$ cat src/rtl/uart_pkg.sv
// Shared UART definitions: FSM state encoding, default line settings and frame
// lengths used by both the receiver and the 8N1 transmitter.
package uart_pkg;

  typedef logic [2:0] uart_state_t;

  localparam int unsigned FREQ_DEFAULT = 12000000;
  localparam int unsigned BAUD_DEFAULT = 9600;

  localparam int unsigned DATA_BITS      = 8;
  localparam int unsigned FRAME_BITS_8N1 = 10;
  localparam int unsigned FRAME_BITS_8E1 = 11;

  localparam logic [2:0] ST_IDLE   = 3'd0;
  localparam logic [2:0] ST_START  = 3'd1;
  localparam logic [2:0] ST_DATA   = 3'd2;
  localparam logic [2:0] ST_PARITY = 3'd3;
  localparam logic [2:0] ST_STOP   = 3'd4;

  // Even parity: the parity bit makes the total count of ones even.
  function automatic logic even_parity(input logic [DATA_BITS-1:0] data);
    return ^data;
  endfunction

endpackage

$ cat src/rtl/uart_sync2.sv
// Two-flop synchronizer for an asynchronous input that idles high; both flops
// reset to 1 so an idle line never looks like an edge coming out of reset.
module uart_sync2 (
  input  logic clk,
  input  logic nrst,
  input  logic d_i,
  output logic q_o
);

  logic meta_q;
  logic sync_q;

  always_ff @(posedge clk or negedge nrst) begin
    if (!nrst) begin
      meta_q <= 1'b1;
      sync_q <= 1'b1;
    end else begin
      meta_q <= d_i;
      sync_q <= meta_q;
    end
  end

  assign q_o = sync_q;

endmodule

$ cat src/rtl/uart_rx.sv
// UART receiver (8N1) with a one-entry valid/ready holding register.
// Define UART_RX_PARITY_EN to receive 8E1 frames and flag parity errors.
module uart_rx
  import uart_pkg::*;
#(
  parameter int unsigned FREQ         = FREQ_DEFAULT,
  parameter int unsigned BAUD         = BAUD_DEFAULT,
  parameter int unsigned CLKS_PER_BIT = FREQ / BAUD,
  parameter int unsigned HALF         = (CLKS_PER_BIT - 1) / 2
) (
  input  logic       clk,
  input  logic       nrst,
  input  logic       rx,
  input  logic       rx_ready,
  output logic [7:0] rx_data,
  output logic       rx_valid,
  output logic       rx_busy,
  output logic       frame_err,
  output logic       overrun,
  output logic       parity_err
);

  localparam int unsigned CNT_W = $clog2(CLKS_PER_BIT);
  localparam logic [CNT_W-1:0] CNT_HALF = CNT_W'(HALF);
  localparam logic [CNT_W-1:0] CNT_LAST = CNT_W'(CLKS_PER_BIT - 1);

  logic              rx_s;
  logic              rx_prev_q;
  uart_state_t       state_q, state_d;
  logic [CNT_W-1:0]  baud_cnt_q, baud_cnt_d;
  logic [2:0]        bit_idx_q, bit_idx_d;
  logic [7:0]        shreg_q, shreg_d;
  logic [7:0]        data_q, data_d;
  logic              valid_q, valid_d;
  logic              ferr_q, ferr_d;
  logic              ovr_q, ovr_d;
  logic              stop_sample;
  logic              stop_ok;

  uart_sync2 u_sync (
    .clk  (clk),
    .nrst (nrst),
    .d_i  (rx),
    .q_o  (rx_s)
  );

`ifdef UART_RX_PARITY_EN
  logic par_bad_q, par_bad_d;
  logic perr_q, perr_d;
`endif

  always_comb begin
    state_d     = state_q;
    baud_cnt_d  = baud_cnt_q + CNT_W'(1);
    bit_idx_d   = bit_idx_q;
    shreg_d     = shreg_q;
    stop_sample = 1'b0;
`ifdef UART_RX_PARITY_EN
    par_bad_d   = par_bad_q;
`endif

    case (state_q)
      ST_IDLE: begin
        baud_cnt_d = '0;
        // Only a 1->0 transition starts a frame; a line stuck low is ignored.
        if (rx_prev_q && !rx_s) begin
          state_d = ST_START;
`ifdef UART_RX_PARITY_EN
          par_bad_d = 1'b0;
`endif
        end
      end
      ST_START: begin
        if (baud_cnt_q == CNT_HALF) begin
          baud_cnt_d = '0;
          if (!rx_s) begin
            bit_idx_d = '0;
            state_d   = ST_DATA;
          end else begin
            state_d = ST_IDLE;
          end
        end
      end
      ST_DATA: begin
        if (baud_cnt_q == CNT_LAST) begin
          baud_cnt_d = '0;
          shreg_d    = {rx_s, shreg_q[7:1]};
          bit_idx_d  = bit_idx_q + 3'd1;
          if (bit_idx_q == 3'd7) begin
`ifdef UART_RX_PARITY_EN
            state_d = ST_PARITY;
`else
            state_d = ST_STOP;
`endif
          end
        end
      end
`ifdef UART_RX_PARITY_EN
      ST_PARITY: begin
        if (baud_cnt_q == CNT_LAST) begin
          baud_cnt_d = '0;
          par_bad_d  = (rx_s != even_parity(shreg_q));
          state_d    = ST_STOP;
        end
      end
`endif
      ST_STOP: begin
        // Returning to IDLE at mid-stop leaves half a bit to catch the next start edge.
        if (baud_cnt_q == CNT_LAST) begin
          baud_cnt_d  = '0;
          stop_sample = 1'b1;
          state_d     = ST_IDLE;
        end
      end
      default: begin
        baud_cnt_d = '0;
        state_d    = ST_IDLE;
      end
    endcase
  end

`ifdef UART_RX_PARITY_EN
  assign stop_ok = rx_s && !par_bad_q;
`else
  assign stop_ok = rx_s;
`endif

  always_comb begin
    data_d  = data_q;
    valid_d = valid_q;
    ferr_d  = 1'b0;
    ovr_d   = 1'b0;
`ifdef UART_RX_PARITY_EN
    perr_d  = 1'b0;
`endif

    if (valid_q && rx_ready) begin
      valid_d = 1'b0;
    end

    if (stop_sample) begin
      if (!rx_s) begin
        ferr_d = 1'b1;
`ifdef UART_RX_PARITY_EN
      end else if (par_bad_q) begin
        perr_d = 1'b1;
`endif
      end else if (stop_ok && (!valid_q || rx_ready)) begin
        data_d  = shreg_q;
        valid_d = 1'b1;
      end else begin
        // Holding register still owned by the consumer: keep the old byte.
        ovr_d = 1'b1;
      end
    end
  end

  always_ff @(posedge clk or negedge nrst) begin
    if (!nrst) begin
      rx_prev_q  <= 1'b1;
      state_q    <= ST_IDLE;
      baud_cnt_q <= '0;
      bit_idx_q  <= '0;
      shreg_q    <= '0;
      data_q     <= '0;
      valid_q    <= 1'b0;
      ferr_q     <= 1'b0;
      ovr_q      <= 1'b0;
    end else begin
      rx_prev_q  <= rx_s;
      state_q    <= state_d;
      baud_cnt_q <= baud_cnt_d;
      bit_idx_q  <= bit_idx_d;
      shreg_q    <= shreg_d;
      data_q     <= data_d;
      valid_q    <= valid_d;
      ferr_q     <= ferr_d;
      ovr_q      <= ovr_d;
    end
  end

`ifdef UART_RX_PARITY_EN
  always_ff @(posedge clk or negedge nrst) begin
    if (!nrst) begin
      par_bad_q <= 1'b0;
      perr_q    <= 1'b0;
    end else begin
      par_bad_q <= par_bad_d;
      perr_q    <= perr_d;
    end
  end

  assign parity_err = perr_q;
`else
  assign parity_err = 1'b0;
`endif

  assign rx_data   = data_q;
  assign rx_valid  = valid_q;
  assign rx_busy   = (state_q != ST_IDLE);
  assign frame_err = ferr_q;
  assign overrun   = ovr_q;

endmodule

$ cat config.mk
export PLATFORM = sky130hd
export DESIGN_NAME = uart_rx
export DESIGN_NICKNAME = d
export VERILOG_FILES = /design/src/rtl/uart_pkg.sv /design/src/rtl/uart_sync2.sv /design/src/rtl/uart_rx.sv
export SDC_FILE = /design/constraint.sdc
export NUM_CORES = 1
export LEC_CHECK = 0
export BUFFER_PORTS_ARGS = -buffer_cell sky130_fd_sc_hd__buf_2
export CAP_MARGIN = 30
export CORE_MARGIN = 5
export CORE_UTILIZATION = 56
export CTS_CLUSTER_DIAMETER = 80
export DETAILED_ROUTE_END_ITERATION = 16
export GPL_TIMING_DRIVEN = 0
export PLACE_DENSITY_LB_ADDON = 0.2
export SLEW_MARGIN = 20
export SYNTH_ARGS = -nofsm -noshare
export SYNTH_HDL_FRONTEND = slang
export SYNTH_HIERARCHICAL = 1
export SYNTH_SLANG_ARGS = --single-unit
export TNS_END_PERCENT = 50
$ cat constraint.sdc
create_clock -name clk -period 2.64 [get_ports clk]
set_clock_uncertainty 0.05 [all_clocks]
set_input_delay 0.132 -clock clk [delete_from_list [all_inputs] [get_ports clk]]
set_output_delay 0.132 -clock clk [all_outputs]
set_load 0.01 [all_outputs]
# Yosys cells after proc, flatten, opt, wreduce, memory -nomap -nowiden
# Index checks and enable logic that the tools add are counted.
[word_totals] reg_bits=39 out_inout_bits=13 ram_bits=0 mem_count=0 latchBits=0 romBits=0 elab_cells=64 inputBits=4
[op_classes] order_cmp=0 div_mod_pow=0 addsub=2 bitwise_logic=0 multipliers=0 reduce_logical=14 mux=25 eq_ne=12 shift=0
[op_table] op="$mux W3" count=8
[op_table] op="$mux W11" count=2
[op_table] op="$pmux W11 S2" count=1
[op_table] op="$ne A2 B2 Y1 const B" count=6
[op_table] op="$pmux W3 S4" count=1
[op_table] op="$add A11 B1 Y11 const B" count=1
[op_table] op="$eq A11 B10 Y1 const B" count=1
[op_table] op="$eq A11 B11 Y1 const B" count=1
[op_table] op="$mux W1" count=11
[op_table] op="$eq A3 B3 Y1 const B" count=2
[op_table] op="$pmux W3 S2" count=1
[op_table] op="$reduce_and A5 Y1" count=1
[op_table] op="$reduce_and A4 Y1" count=1
[op_table] op="$add A3 B1 Y3 const B" count=1
[op_table] op="$eq A3 B1 Y1 const B" count=1
[op_table] op="$eq A3 B2 Y1 const B" count=1
[op_table] op="$logic_and A1 B1 Y1" count=3
[op_table] op="$logic_not A3 Y1" count=1
[op_table] op="$reduce_and A3 Y1" count=1
[op_table] op="$reduce_bool A3 Y1" count=1
[op_table] op="$logic_not A1 Y1" count=2
[op_table] op="$mux W2" count=1
[op_table] op="$reduce_and A2 Y1" count=1
[op_table] op="$reduce_bool A2 Y1" count=1
[op_table] op="2 further kinds" count=2

# Logic depth before layout (Yosys ltp)
[depth] ltp_word=6 mapped_depth=7 mapped_depth_nobuf=6

# Hierarchy
# Netlist, hierarchy kept.
[by_module_without_submodules] module="uart_rx" n_inst=1 area_per_inst_um2=1754.2 cells_each=142 seq_area_each_um2=927.1
[by_module_without_submodules] module="uart_sync2" n_inst=1 area_per_inst_um2=52.6 cells_each=2 seq_area_each_um2=52.6

# Least setup slack after synthesis
# Ideal clock, no wire load.
[synth_timing] path_type="register -> register" startpoint="reg baud_cnt_q[1]" endpoint="reg shreg_q[0]" arrival_time_ns=1.646 period_less_slack_ns=1.822 setup_ns=0.125 t_required_ns=2.465 path_stages_with_launch=8 path_buffers=1 setup_slack_ns=0.818 cell_sequence="dfrtp_1 inv_1 ha_1 and4b_1 nand4_4 or2_1 buf_6 mux2_4"
[synth_between] elab_chain_len=2
[synth_lines] item="start: declaration" line_no="uart_rx.sv:30" rtl="logic [CNT_W-1:0] baud_cnt_q, baud_cnt_d;"
[synth_lines] item="start signal: assignment" line_no="uart_rx.sv:172" rtl="baud_cnt_q <= baud_cnt_d;"
[synth_lines] item="$eq A11 B11 Y1" line_no="uart_rx.sv:85" rtl="if (baud_cnt_q == CNT_LAST) begin"
[synth_lines] item="$reduce_and A2 Y1 (no source line)"
[synth_lines] item="end signal: assignment" line_no="uart_rx.sv:174" rtl="shreg_q <= shreg_d;"
[synth_lines] item="end: declaration" line_no="uart_rx.sv:32" rtl="logic [7:0] shreg_q, shreg_d;"
# No other way between the ends.
# A chain may end at the register's enable or synchronous reset.

# Worst setup path after layout
[layout_timing] startpoint="reg baud_cnt_q[1]" endpoint="reg data_q[5] (netlist: rx_data[5])"
[layout_between] elab_chain_len=4
[layout_lines] item="$eq A11 B11 Y1" line_no="uart_rx.sv:109" rtl="if (baud_cnt_q == CNT_LAST) begin"
[layout_lines] item="$mux W1" line_no="uart_rx.sv:109"
[layout_lines] item="$mux W1" line_no="uart_rx.sv:62" rtl="case (state_q)"
[layout_lines] item="$reduce_and A3 Y1 (no source line)"
[layout_lines] item="end signal: assignment" line_no="uart_rx.sv:175" rtl="data_q <= data_d;"
[layout_lines] item="end: declaration" line_no="uart_rx.sv:33" rtl="logic [7:0] data_q, data_d;"
# No other way between the ends.

==> qor.csv <==
stage;metric;value;unit
outcome;run_status;finished, final reports clean;
finish;area_growth_syn_to_layout;11.5;%
drt;drc_errors;0;
pwr;p_per_area;589;nW/µm²
critical_path;crit_path_max_fanout;8;
synthesis;post-synth-top-count-cell;sky130_fd_sc_hd__dfrtp_1;
clock_tree;cts-root-to-sink-buffers;2;
timing;worst_pin_slew;0.833;ns
synthesis;ys_ff_latch;39;
timing;max_slew_violation_count;0;
global_routing;grt.overflow.total;0;
clock_tree;clock_sinks;39;
synthesis;synth-seq-area-share;54.2;%
critical_path;criticalPathCategory;reg -> reg;
place;hpwl;2.08;mm
global_routing;maximum_number_of_pins_on_one_net_before_global_route_repair;40;
synthesis;netlist.top_cell.by_area;sky130_fd_sc_hd__dfrtp_1;
critical_path;critical_path_arrival;2.24;ns
timing;max_slew_margin;44.5;%
timing;unrepaired_setup_endpoints_after_global_routing;no;
timing;fin_crit_sh;77.6;%
global_routing;grt_pass1_vias;1136;
floorplanning;rows;20;
synthesis;synth_xor_xnor_area_share;4.36;%
clock_tree;cts.root.buffer_cell;sky130_fd_sc_hd__clkbuf_4;
place;pre_cts_slack;0.598;ns
drt;drt_pass1_iterations;4;
critical_path;critical_path.startpoint_type;flip-flop;
synthesis;complex_gate_fraction_of_the_synthesized_area;3.53;%
floorplanning;die_height;66.8;µm
floorplanning;floorplan.initialDensity;58.7;%
drt;routed_via_density;5.25;
finish;final_design_area_no_fill;2010;µm²
finish;n_antenna_cell;0;
synthesis;syn-mean-instance-area;12.5;µm²
finish;fill_cells;249;
global_routing;grt_antenna_before_repair;0;
timing;final_period_minus_worst_setup_slack;2.05;ns
timing;finalHoldViolCount;0;
place;placement.io_buffers;15;
finish;final_layout_size_suffix_gt1_share;32.5;%
synthesis;synth_warnings;6;
run;timing.max_cap.violations;0;
critical_path;worst_endpoint_required_time;2.83;ns
clock_tree;worstSkewPairLatency;0.34;ns
drt;postRouteWirelength;2.89;mm
synthesis;synth.net_count;153;
pwr;worst_ir_drop_vdd;400;µV
timing;final_critical_path_setup_slack;0.592;ns
timing;timing.final.setup_violations;0;
global_routing;grt_first_pass_wirelength;5.33;mm
synthesis;yosys-top-cells-area;sky130_fd_sc_hd__dfrtp_1 (50%), sky130_fd_sc_hd__mux2_2 (6.2%), sky130_fd_sc_hd__mux2_4 (5.8%);
timing;fin_worst_hold_slack;0.0274;ns
synthesis;post_synth_inst_count;144;
synthesis;post_synth_most_frequent_cells;sky130_fd_sc_hd__dfrtp_1 (36), sky130_fd_sc_hd__nor2_1 (15), sky130_fd_sc_hd__mux2_2 (10), sky130_fd_sc_hd__mux2_4 (7), sky130_fd_sc_hd__nand2_1 (6);
pwr;power.static_leakage;0.000976;µW
clock_tree;cts.clk_slew.worst_paths;0.12;ns
drt;vias_post_dr;1119;
min_path;min_path_type;in -> reg;
synthesis;post_synth_edffs;0;
clock_tree;post_cts_resize_count;0;
place;placement.cell_area;1940;µm²
synthesis;synth_adder_area_share;3.46;%
timing;setup-tns-final;0;ns
clock_tree;htree_levels;2;
drt;drt_iter0_markers;61;
place;gp_routability_congestion;0.866;
synthesis;mappedNetlistArea;1810;µm²
finish;nets;177;
timing;timing.fmax;488;MHz
critical_path;critPathCaptureType;flip-flop;
synthesis;postSynth.asyncResetShare;100;%
drt;post_drt_wl_per_cell;13.6;µm
floorplanning;boundaryPins;17;
clock_tree;tritoncts_clock_tree;yes;
synthesis;synth_simple_gate_area_share;18.8;%
synthesis;synth_flop_cell;sky130_fd_sc_hd__dfrtp_1;
synthesis;ys_types;41;
synthesis;muxShareOfSynthArea;12.0;%
drt;drt.antenna.violating_nets;0;
floorplanning;design.core.area;3080;µm²
floorplanning;floorplan.die.width;66.8;µm
global_routing;grt.total_usage;15.9;%
clock_tree;numCtsBuffers;5;
floorplanning;die_area;4460;µm²
synthesis;synth_top_family_by_area;simple AND/OR/NAND/NOR gates;
synthesis;synthDominantCellAreaShare;49.9;%
registers in the layout, indices dropped and copies added (netlist names):
register and flops:
rx_valid 1, u_sync/q_o 1, bit_idx_q 3, rx_prev_q 1
shreg_q 8, u_sync/meta_q 1, state_q 3, rx_data 8
frame_err 1, baud_cnt_q 11, overrun 1
area by class of cell:
| class | count | area (µm²) | area share, % |
|---|---|---|---|
| flip-flops and latches | 39 | 980 | 48.6 |
| multi-input cells | 95 | 766 | 38.0 |
| repair buffers | 17 | 95.1 | 4.72 |
| well taps | 44 | 55.1 | 2.73 |
| plain buffers | 5 | 42.5 | 2.11 |
| clock buffers | 5 | 37.5 | 1.86 |
| clock inverters | 3 | 20.0 | 0.994 |
| inverters | 5 | 18.8 | 0.932 |
critical path, stage by stage, from the launching register on:
cell and delay [ns]:
sky130_fd_sc_hd__dfrtp_1 0.43, sky130_fd_sc_hd__inv_1 0.10, sky130_fd_sc_hd__ha_1 0.15, sky130_fd_sc_hd__and4b_1 0.28
sky130_fd_sc_hd__nand4_4 0.16, sky130_fd_sc_hd__nor2_2 0.39, sky130_fd_sc_hd__mux2_2 0.39
what timing repair did:
item | 4_1_cts | 5_1_grt
hold buffers | 2 | 0
endpoints found under the hold margin | 37 | 0
setup buffers | 0 | 0
power by group:
group          leakage, µW  internal, µW  total [µW]  switching [µW]
combinational     0.000424          84.7         188             103
clock            0.0000272           102         302             201
sequential        0.000524           639         697            58.0
routing by layer:
metal	vias up	share of wire, %	track usage [%]
met4	0	0.73	4.57
met3	2	4.9	5.73
met5	-	0	0
met1	548	49	21.9
li1	548	-	-
met2	21	46	23.6
cell families (layout without fill, tap and decap cells):
kind of cell             count (synthesis)  after routing
multiplexers                            17             17
AO/OA/AOI/OAI                            9              9
AND/OR/NAND/NOR                         54             54
buffers and inverters                   10             35
flip-flops                              39             39
XOR/XNOR                                 9              9
adder cells (fa/ha/maj)                  5              5
other                                    1              1
cell usage in the layout, fill, tap and decap left out, types with 3 or more instances in the layout:
cell                       instances
sky130_fd_sc_hd__nand2_1           6
sky130_fd_sc_hd__inv_1             5
sky130_fd_sc_hd__dfrtp_1          36
sky130_fd_sc_hd__xnor2_1           5
sky130_fd_sc_hd__mux2_4            7
sky130_fd_sc_hd__buf_2            16
sky130_fd_sc_hd__a21oi_1           3
sky130_fd_sc_hd__clkbuf_4          5
sky130_fd_sc_hd__nor3_1            3
sky130_fd_sc_hd__ha_1              5
sky130_fd_sc_hd__nor3b_1           4
sky130_fd_sc_hd__dfstp_2           3
sky130_fd_sc_hd__xor2_1            4
sky130_fd_sc_hd__nand3_1           5
sky130_fd_sc_hd__mux2_2           10
sky130_fd_sc_hd__nor2_1           15
through the flow:
step	cells	power, µW	utilization (%)
after global placement	203	887	62.9
after CTS	213	1200	65.4
after floorplan	144	841	-
after global routing	213	1270	65.4
after detailed placement	203	897	62.9
final	213	1190	65.4
path summary, 6_finish.rpt:
| check | start | endpoint | slack, ns | cells after the start |
|---|---|---|---|---|
| min in group asynchronous | nrst | baud_cnt_q[9] | 0.37 | 2 |
| min reg2reg | u_sync/meta_q | u_sync/q_o | 0.32 | 0 |
| max in group asynchronous | nrst | state_q[1] | 1.66 | 2 |
| max | baud_cnt_q[1] | rx_data[5] | 0.59 | 6 |
| max reg2reg | baud_cnt_q[1] | rx_data[5] | 0.59 | 6 |
| min | rx_ready | overrun | 0.03 | 3 |
No activity file was read; power rests on OpenSTA's default activity.
